File: src/rtl/disp_wr_sched.sv
// disp_wr_sched: schedules the display-memory write port between two round-robin writers and a fill engine.
// Define DISP_WR_SCHED_EOF_GATE_EN to hold a requested clear until the next end-of-frame pulse.
module disp_wr_sched #(
  parameter int ADDR_W = 14,
  parameter int DATA_W = 16
) (
  input  logic              clk,
  input  logic              reset_i,
  input  logic              req0_valid_i,
  input  logic [ADDR_W-1:0] req0_addr_i,
  input  logic [DATA_W-1:0] req0_data_i,
  output logic              req0_ready_o,
  input  logic              req1_valid_i,
  input  logic [ADDR_W-1:0] req1_addr_i,
  input  logic [DATA_W-1:0] req1_data_i,
  output logic              req1_ready_o,
  input  logic              clear_start_i,
  input  logic [ADDR_W-1:0] clear_base_i,
  input  logic [ADDR_W-1:0] clear_len_i,
  input  logic [DATA_W-1:0] clear_data_i,
  input  logic              eof_i,
  output logic              clear_busy_o,
  output logic              clear_done_o,
  output logic              wr_en_o,
  output logic [ADDR_W-1:0] wr_addr_o,
  output logic [DATA_W-1:0] wr_data_o
);

  localparam logic [1:0] ST_IDLE  = 2'd0;
`ifdef DISP_WR_SCHED_EOF_GATE_EN
  localparam logic [1:0] ST_ARMED = 2'd1;
`endif
  localparam logic [1:0] ST_CLEAR = 2'd2;

  logic [1:0]        state_q, state_d;
  logic              lastGrant_q, lastGrant_d;
  logic [ADDR_W-1:0] base_q, base_d;
  logic [ADDR_W-1:0] len_q, len_d;
  logic [DATA_W-1:0] fill_q, fill_d;
  logic [ADDR_W-1:0] offset_q, offset_d;
  logic              wrEn_q, wrEn_d;
  logic [ADDR_W-1:0] wrAddr_q, wrAddr_d;
  logic [DATA_W-1:0] wrData_q, wrData_d;
  logic              done_q, done_d;
  logic              busy_q, busy_d;

  logic serve, accept0, accept1, clearLast;

  // lastGrant_q = 1 means req1 won most recently, so req0 wins the next tie
  assign serve        = (state_q != ST_CLEAR);
  assign req0_ready_o = serve && (!req1_valid_i || lastGrant_q);
  assign req1_ready_o = serve && (!req0_valid_i || !lastGrant_q);
  assign accept0      = req0_valid_i && req0_ready_o;
  assign accept1      = req1_valid_i && req1_ready_o;

  // len 0 sweeps the whole space: offset ends at all-ones, which is len-1 modulo 2**ADDR_W
  assign clearLast = (offset_q == len_q - ADDR_W'(1));

`ifndef DISP_WR_SCHED_EOF_GATE_EN
  logic unused_signals;
  assign unused_signals = eof_i;
`endif

  always_comb begin
    state_d     = state_q;
    lastGrant_d = lastGrant_q;
    base_d      = base_q;
    len_d       = len_q;
    fill_d      = fill_q;
    offset_d    = offset_q;
    wrEn_d      = 1'b0;
    wrAddr_d    = wrAddr_q;
    wrData_d    = wrData_q;
    done_d      = 1'b0;

    case (state_q)
      ST_IDLE: begin
        if (clear_start_i) begin
          base_d   = clear_base_i;
          len_d    = clear_len_i;
          fill_d   = clear_data_i;
          offset_d = '0;
`ifdef DISP_WR_SCHED_EOF_GATE_EN
          state_d  = ST_ARMED;
`else
          state_d  = ST_CLEAR;
`endif
        end
      end
`ifdef DISP_WR_SCHED_EOF_GATE_EN
      ST_ARMED: begin
        if (eof_i) state_d = ST_CLEAR;
      end
`endif
      ST_CLEAR: begin
        wrEn_d   = 1'b1;
        wrAddr_d = base_q + offset_q;
        wrData_d = fill_q;
        offset_d = offset_q + ADDR_W'(1);
        if (clearLast) begin
          state_d = ST_IDLE;
          done_d  = 1'b1;
        end
      end
      default: state_d = ST_IDLE;
    endcase

    // Requesters are never ready during CLEAR, so this cannot collide with a fill write
    if (accept0) begin
      wrEn_d      = 1'b1;
      wrAddr_d    = req0_addr_i;
      wrData_d    = req0_data_i;
      lastGrant_d = 1'b0;
    end else if (accept1) begin
      wrEn_d      = 1'b1;
      wrAddr_d    = req1_addr_i;
      wrData_d    = req1_data_i;
      lastGrant_d = 1'b1;
    end

    busy_d = (state_d != ST_IDLE);
  end

  always_ff @(posedge clk or posedge reset_i) begin
    if (reset_i) begin
      state_q     <= ST_IDLE;
      lastGrant_q <= 1'b1;
      base_q      <= '0;
      len_q       <= '0;
      fill_q      <= '0;
      offset_q    <= '0;
      wrEn_q      <= 1'b0;
      wrAddr_q    <= '0;
      wrData_q    <= '0;
      done_q      <= 1'b0;
      busy_q      <= 1'b0;
    end else begin
      state_q     <= state_d;
      lastGrant_q <= lastGrant_d;
      base_q      <= base_d;
      len_q       <= len_d;
      fill_q      <= fill_d;
      offset_q    <= offset_d;
      wrEn_q      <= wrEn_d;
      wrAddr_q    <= wrAddr_d;
      wrData_q    <= wrData_d;
      done_q      <= done_d;
      busy_q      <= busy_d;
    end
  end

  assign wr_en_o      = wrEn_q;
  assign wr_addr_o    = wrAddr_q;
  assign wr_data_o    = wrData_q;
  assign clear_done_o = done_q;
  assign clear_busy_o = busy_q;

endmodule

File: config.mk
export PLATFORM = sky130hd
export DESIGN_NAME = disp_wr_sched
export DESIGN_NICKNAME = d
export VERILOG_FILES = /design/src/rtl/disp_wr_sched.sv
export SDC_FILE = /design/constraint.sdc
export NUM_CORES = 1
export LEC_CHECK = 0
export BUFFER_PORTS_ARGS = -buffer_cell sky130_fd_sc_hd__buf_2
export CAP_MARGIN = 0
export CORE_ASPECT_RATIO = 0.75
export CORE_MARGIN = 5
export CORE_UTILIZATION = 44
export DETAILED_ROUTE_END_ITERATION = 10
export PLACE_DENSITY_LB_ADDON = 0.15
export SKIP_CTS_REPAIR_TIMING = 1
export SLEW_MARGIN = 40
export SYNTH_ARGS = -nofsm -noshare
export SYNTH_HDL_FRONTEND = slang
export SYNTH_SLANG_ARGS = --single-unit
File: constraint.sdc
create_clock -name clk -period 5.4 [get_ports clk]
set_input_delay 0.54 -clock clk [delete_from_list [all_inputs] [get_ports clk]]
set_output_delay 0.54 -clock clk [all_outputs]
set_load 0.03 [all_outputs]
* Word-level counts from Yosys, hierarchy flattened
Cells that the tools add are included.
W data, S select, Z words.
** Word-level totals
- Register bits after elaboration :: 94
- Bits of input ports :: 110
- Output and inout bits :: 35
- Word-level logic and storage cells :: 52
** Cells by class
- Add/subtract/negate cells :: 3
- Eq/ne operators :: 4
- Muxes and demuxes :: 18
- Reductions and logical operators :: 16
** Operators with widths (number)
- $mux W14 :: 4
- $mux W16 :: 3
- $pmux W14 S2 :: 1
- $add A14 B1 Y14 const B :: 1
- $add A14 B14 Y14 :: 1
- $eq A14 B14 Y1 :: 1
- $sub A14 B1 Y14 const B :: 1
- $mux W1 :: 7
- $reduce_bool A2 Y1 :: 3
- $logic_and A1 B1 Y1 :: 4
- $mux W2 :: 2
- $ne A2 B2 Y1 const B :: 2
- $pmux W2 S2 :: 1
- $reduce_and A2 Y1 :: 2
- $logic_not A1 Y1 :: 3
- $reduce_bool A3 Y1 :: 1
- $eq A2 B2 Y1 const B :: 1
- $logic_not A2 Y1 :: 1
- $logic_or A1 B1 Y1 :: 2

* Depth between registers and ports, before layout
Gate-level depths: netlist of run 1.
- Word-level depth :: 6
- Gate-level depth with buffers :: 9
- Mapped depth without buffers :: 9

* Least setup slack after synthesis of run 1
OpenSTA, ideal clock, no wires.
- Path type :: flip-flop to flip-flop
- From :: register len_q[0]
- To :: register busy_q (netlist: clear_busy_o)
- Setup time :: 0.118 ns
- Data arrival time :: 2.209 ns
- Required time :: 5.282 ns
- Setup slack :: 3.073 ns
- Stages on the path, launching flop included :: 9
- Buffers on the path :: 0
- Clock period less this slack :: 2.327 ns
- Cell sequence :: dfrtp_1 > inv_1 > ha_1 > or4b_4 > or4_1 > a211oi_1 > a41o_1 > o2111ai_2 > a21o_1
** On the way
- Word-level cells in the longest chain between the ends :: 5
** Ends and longest elaborated chain
- start: declaration :: line 38 : logic [ADDR_W-1:0] len_q, len_d;
- start signal: assignment :: line 141 : len_q <= len_d;
- $sub A14 B1 Y14 :: line 57 : assign clearLast = (offset_q == len_q - ADDR_W'(1));
- $eq A14 B14 Y1 :: line 57
- $mux W2 :: line 100 : if (clearLast) begin
- $pmux W2 S2 :: line 76 : case (state_q)
- $reduce_bool A2 Y1 :: line 121 : busy_d = (state_d != ST_IDLE);
- via busy_d :: line 45 : logic busy_q, busy_d;
- end signal: assignment :: line 148 : busy_q <= busy_d;
- end: declaration :: line 45
The timed path passes the listed nets, and every way through them passes these cells.
A chain may end at the register's enable or synchronous reset.

* Worst setup path in the final report of run 1
- From :: register len_q[0]
- To :: register state_q[1]
** On the way
- Word-level cells in the longest chain between the ends :: 4
** Ends and longest elaborated chain
- $sub A14 B1 Y14 :: line 57
- $eq A14 B14 Y1 :: line 57
- $mux W2 :: line 100
- $pmux W2 S2 :: line 76
- via state_d[1] :: line 35 : logic [1:0] state_q, state_d;
- end signal: assignment :: line 138 : state_q <= state_d;
- end: declaration :: line 35
The timed path passes the listed nets, and every way through them passes these cells.

==> metrics.md, run 1 <==
| Metric | Value |
|---|---|
| Max frequency | 376 MHz |
| Synth-to-Final Area Change | 21.6% |
| Antenna diodes | 0 |
| Synth Flop Type | dfrtp_1 |
| Arr. time, crit path | 2.89 ns |
| Post-DR wirelength/cell | 15.8 um |
| Clk_skew | 0.00547 ns |
| Sw Pwr | 0.797 mW |
| DR DRC count | 0 |
| TritonCTS clock tree | built |
| HPWL Detailed | 10500 um |
| # fillers | 1143 |
| GPL Wtd Cong | 0.803 |
| GRT Overall Usage | 0.205 |
| Max Cap Viol | 0 |
| First DRT Iteration DRCs | 275 |
| Critical Path RT | 5.63 ns |
| Hold Vio Cnt, Final | 0 |
| Number of port buffers | 143 |
| H-tree depth | 3 |
| Clock Tree Buf Depth | 2 |
| Internal power | 1.44 mW |
| Die height | 104 um |
| Sw Share | 0.356 |
| Comb power frac | 0.293 |
| Slew of the pin with the lowest slew margin | 0.675 ns |
| Final setup TNS | 0 ns |
| Sequential Power Share | 0.419 |
| Final Max Tran Viols | 0 |
| First-pass GRT wire length | 23500 um |
| ANT nets after route | 0 |
| Slew HR | 0.549 |
| Clock power frac | 0.289 |
| Final setup viols | 0 |
| CTS clk-pin slew, worst paths | 0.06 ns |
| Post-synthesis register bit count | 94 |
| Crit share post-route | 0.493 |
| Status | completed |
| Number of global-route vias before repair | 4623 |
| Type of origin of the critical path | register |
| Reg2reg start | len_q[0] |
| Nets | 876 |
| Cell row count | 34 |
| CTS Buf Count | 9 |
| Largest net degree at the start of global routing | 53 |
| Root Buffer | clkbuf_16 |
| RSZ-0062 raised after global routing | no |
| Crit path time final | 2.66 ns |
| Cells after Synth | 626 |
| Antenna violations before repair | 0 |
| Gr ovfl total | 0 |
| Final WL | 14500 um |
| Initial core utilization | 0.449 |
| Ports | 145 |
| R2R setup slack | 2.74 ns |
| Final Power | 2.24 mW |
| Vias | 4842 |
| Sequential cell area | 2350 um2 |
| Max IR drop VDD | 0.188 mV |
| Worst r2r path cells | 8 |
| Final Instance Area | 6340 um2 |
| Layout cells sized above 1 | 0.240 |
| Standby leakage power | 3.16 nW |
| Worst-skew pair later-pin latency | 0.34 ns |
| Synth cell types | 55 |
| Vias per cell | 5.28 |
| Horiz. Die Dim | 136 um |
| Post-synth EDFFs | 0 |
| Clock Sinks | 94 |
| Ys async rst share | 1.00 |
| Crit Path Category | reg -> reg |
| Power density cells | 353 nW/um2 |
| Worst setup EP type | register |
| Syn Std Cell Area | 5210 um2 |
| DRT Pass-1 Iters | 5 |
| Top fanout value on the critical path | 4 |
| Core box area | 11600 um2 |
| Die ar. | 14100 um2 |
| Post-Syn Nets | 752 |
| Placed cell area | 6030 um2 |
| Synth Warn # | 0 |
| End of the worst register-to-register path | state_q[1] |
| Avg Cell Area, Syn | 8.32 um2 |
| Multi-input gate area | 2680 um2 |
| Hold Crit Class | in -> async |
| Sequential area share after synthesis | 0.452 |
[worst max-delay path: stages (launching register included)]
cell and delay (ns):
dfrtp_1 0.42, inv_1 0.09, ha_1 0.23, or4b_4 0.52, or4_1 0.46, a211oi_1 0.25, a41o_1 0.16, o2111ai_2 0.19
a21o_1 0.23
[cells in the mapped netlist, drive strengths merged, types with 2 or more instances]
cell      n  share of area
buf       4         0.0065
o21bai    2         0.0029
nand4     8         0.0096
ha       15          0.036
or3       6         0.0074
nand2   204           0.15
nor2     23          0.017
nand2b    8         0.0096
clkbuf   32          0.023
o21ai    69          0.066
o31ai     6         0.0086
nand3    28          0.027
dfrtp    93           0.45
xnor2    10          0.017
nor3      4         0.0038
nor2b     5         0.0060
xor2     12          0.020
o211ai    6         0.0086
a211oi   17          0.025
o311ai    2         0.0034
o22ai     9          0.011
and3      4         0.0048
inv      11         0.0079
and2      3         0.0036
mux2i     5         0.0096
a21oi     7         0.0067
a21o      5         0.0072
a31oi     5         0.0060
nor4      2         0.0053
or4       3         0.0050
[cells in the final DEF (no fill, tap or decap), types with 3 or more instances in the layout]
| master | instances |
|---|---|
| o31ai_1 | 6 |
| buf_4 | 6 |
| a21o_1 | 5 |
| a211oi_1 | 16 |
| nand2b_1 | 8 |
| nand3_1 | 28 |
| a31oi_1 | 5 |
| nor2_1 | 23 |
| o211ai_1 | 6 |
| nand2_1 | 204 |
| clkinv_2 | 3 |
| and3_1 | 3 |
| xor2_1 | 12 |
| xnor2_1 | 10 |
| o22ai_1 | 9 |
| nor2b_1 | 5 |
| a21oi_1 | 7 |
| or3_1 | 5 |
| dfrtp_1 | 93 |
| inv_1 | 10 |
| ha_1 | 15 |
| nor3_1 | 3 |
| mux2i_1 | 5 |
| o21ai_0 | 69 |
| clkbuf_16 | 9 |
| nand4_1 | 8 |
| buf_2 | 143 |
[logic make-up after synthesis]
group / count (synthesis) / synth area share
flops: 94 / 0.452
other cells: 1 / 0.000720
compound gates: 139 / 0.171
simple gates: 302 / 0.253
xor+xnor: 22 / 0.0370
fa+ha+maj: 16 / 0.0399
mux: 5 / 0.00961
buf+inv: 47 / 0.0377
[sequential cells by signal, summed over array words and instances (netlist names), 2 cells and up]
name,count
fill_q,16
wr_data_o,16
base_q,14
len_q,14
offset_q,14
wr_addr_o,14
state_q,2
[power groups by stage]
stage	sequential, mW	combinational (mW)	clock, mW
2_1_floorplan	1.03	0.368	0
3_3_place_gp	0.942	0.641	0
5_1_grt	0.954	0.726	0.693
4_1_cts	0.936	0.660	0.660
6_report	0.936	0.655	0.646
3_5_place_dp	0.948	0.657	0
[how the worst max path moves through the flow]
stage,to,slack (ns),from
after floorplan,base_q[0],2.41,reset_i
after global placement,wr_addr_o[13],2.70,req0_valid_i
after detailed placement,clear_busy_o,2.80,len_q[0]
after CTS,clear_busy_o,2.77,len_q[0]
after global routing,clear_busy_o,2.59,len_q[0]
final,state_q[1],2.74,len_q[0]
[area by class of cell]
cell class | instances | share of cell area
Clock buffer | 10 | 0.0377
Clock inverter | 6 | 0.00968
Inverter | 11 | 0.00691
Multi-Input combinational cell | 485 | 0.422
Sequential cell | 94 | 0.371
Tap cell | 162 | 0.0320
Timing Repair Buffer | 149 | 0.120
[metal layers]
| metal | global-route usage | vias up | routed length, um |
|---|---|---|---|
| met5 | 0 | - | 0 |
| met4 | 0.0482 | 0 | 192 |
| met3 | 0.0406 | 17 | 747 |
| met2 | 0.316 | 121 | 6540 |
| met1 | 0.299 | 2307 | 7000 |
| li1 | - | 2397 | - |
[per-stage QoR]
stage / setup WS, ns / hold WS [ns] / utilization / cells
global placement: 2.70 / 0.459 / 0.519 / 901
global route: 2.59 / 0.326 / 0.546 / 917
detailed placement: 2.80 / 0.462 / 0.520 / 901
CTS: 2.77 / 0.343 / 0.545 / 917
floorplan: 2.41 / 0.446 / - / 626
finish: 2.74 / 0.262 / 0.546 / 917
(Power assumes the default switching activity.)
==> inputs of run 2 (changes only) <==
clock period = 2.25 ns   (was 5.4 ns; I/O delays follow)
==> run 2 against run 1 <==
Net effect: the run now ends with setup timing left; fmax grew 16%; cell count grew 3.2%; via count grew 0.83%; non-clock buffer count grew 30; combinational power grew to 2.7 times the previous value; register-to-register slack lost 2.8 ns; sequential share of layout area shrank 1.7 points; sequential power grew 140%; final area grew 4.7%; critical path depth shrank 2; total power grew 150%; global-route usage grew 0.17 points; largest power group unchanged.
==> metrics.md, run 2 (synthesis gave the netlist of run 1 again) <==
| Metric | Value |
|---|---|
| First DRT Iteration DRCs | 298 |
| Final Max Tran Viols | 0 |
| Slowest cell on the critical path | or4_4 |
| Post-Place Setup Slack | -0.0639 ns |
| TritonCTS clock tree | built |
| CP bufs+invs | 0 |
| Max frequency | 436 MHz |
| Die height | 104 um |
| CP startpoint | len_q[1] |
| GRT Overall Usage | 0.207 |
| Hold Crit Class | in -> reg |
| Clk_skew | 0.00482 ns |
| Reg2reg start | len_q[1] |
| H-tree depth | 3 |
| Largest net degree at the start of global routing | 50 |
| Number of cells on the critical path | 6 |
| Worst r2r path cells | 6 |
| Crit path capture | state_q[1] |
| Root Buffer | clkbuf_16 |
| Worst hold path cell count | 3 |
| R2R setup slack | -0.05 ns |
| Number of port buffers | 143 |
| CP top delay family | compound AO/OA/AOI/OAI gates |
| Met2 GRT Util | 0.313 |
| Setup ws final | -0.0451 ns |
| Die ar. | 14100 um2 |
| Cell row count | 34 |
| CTS clk-pin slew, worst paths | 0.07 ns |
| Worst setup EP type | register |
| Layout cells sized above 1 | 0.278 |
| RSZ-0062 raised after global routing | yes |
| Vias | 4882 |
| Final WL | 14600 um |
| HPWL Detailed | 11000 um |
| Post-DR wirelength/cell | 15.4 um |
| Failing checks | setup timing |
| First-pass GRT wire length | 23700 um |
| DRT Pass-1 Iters | 4 |
| Initial core utilization | 0.449 |
| Crit share post-route | 1.02 |
| CP Cell Sequence | or4_4 -> o31ai_1 -> nand4_1 -> a2111oi_4 -> o2111ai_2 -> a21o_1 |
| End of the worst register-to-register path | state_q[1] |
| Max IR drop VDD | 0.399 mV |
| Hold WS | 0.0682 ns |
| Arr. time, crit path | 2.53 ns |
| ANT nets after route | 0 |
| Antenna violations before repair | 0 |
| Hold Vio Cnt, Final | 0 |
| DR DRC count | 0 |
| Core box area | 11600 um2 |
| Top fanout value on the critical path | 7 |
| GRT busiest layer | met2 |
| Gr ovfl total | 0 |
| Power density cells | 831 nW/um2 |
| Antenna diodes | 0 |
| Standby leakage power | 3.32 nW |
| Horiz. Die Dim | 136 um |
| Nets | 906 |
| Clock Sinks | 94 |
| Final Instance Area | 6640 um2 |
| Crit-path max cell delay | 0.61 ns |
| Most frequent cells in the layout | nand2_1 (204), buf_2 (143), dfrtp_1 (93) |
| GPL Wtd Cong | 0.944 |
| Slew HR | 0.622 |
| Commonest non-fill, non-tap cell in the layout | nand2_1 |
| Met1 usage | 0.302 |
| Status | complete, but fails checks |
| Clock Tree Buf Depth | 2 |
| Final setup viols | 2 |
| Critical Path RT | 2.49 ns |
| Number of global-route vias before repair | 4822 |
| Crit path time final | 2.30 ns |
| Type of origin of the critical path | register |
| Worst-skew pair later-pin latency | 0.34 ns |
| CTS Buf Count | 9 |
| Placed cell area | 6270 um2 |
| Max Cap Viol | 0 |
| Synth-to-Final Area Change | 27.4% |
| Crit Path Category | reg -> reg |
| Vias per cell | 5.16 |
| Final setup TNS | -0.0676 ns |
| Ports | 145 |
| Slew of the pin with the lowest slew margin | 0.566 ns |
| GR Layer Usage met3 | 0.0484 |
==> run 2: changes by cell type in the layout (fill, tap and decap cells not counted), sizes merged <==
cell         delta
buf            +29
clkbuf          +2
clkinv          -2
dlygate4sd3     +1
inv             -1
==> run 2: worst min path at each step <==
stage | startpoint | end
final | clear_data_i[14] | fill_q[14]
after detailed placement | reset_i | base_q[12]
after floorplan | clear_base_i[0] | base_q[0]
after global placement | reset_i | base_q[11]
after global routing | clear_data_i[13] | fill_q[13]
after CTS | reset_i | base_q[12]
==> run 2: through the flow <==
step,cells,util,power (mW)
floorplan,626,-,3.35
global placement,928,0.540,3.92
detailed placement,928,0.540,3.95
CTS,943,0.566,5.52
global route,946,0.571,5.85
finish,946,0.571,5.51
==> run 2: power breakdown <==
group	switching (mW)	internal (mW)
logic	1.08	0.684
clock network	0.632	0.917
registers	0.204	2.00
total	1.92	3.60
==> run 2: layout make-up <==
cell class	instances	area, um2
multi-input combinational	485	2720
sequential	94	2350
fill	1112	4980
timing repair buffer	179	1010
clock buffer	12	256
tap	162	203
clock inverter	3	43.8
inverter	11	45.0
==> run 2: worst reg2reg max path: cells and delay by family, from the launching register on <==
kind / cells / cell delay, ns
AOI/OAI and AO/OA: 4 / 0.98
and+or+nand+nor: 2 / 0.80
DFF: 1 / 0.40
==> run 2: routing by layer <==
metal | vias up | part of all wire
met5 | - | 0
met4 | 0 | 0.011
met3 | 15 | 0.059
met2 | 139 | 0.44
met1 | 2276 | 0.48
li1 | 2452 | -
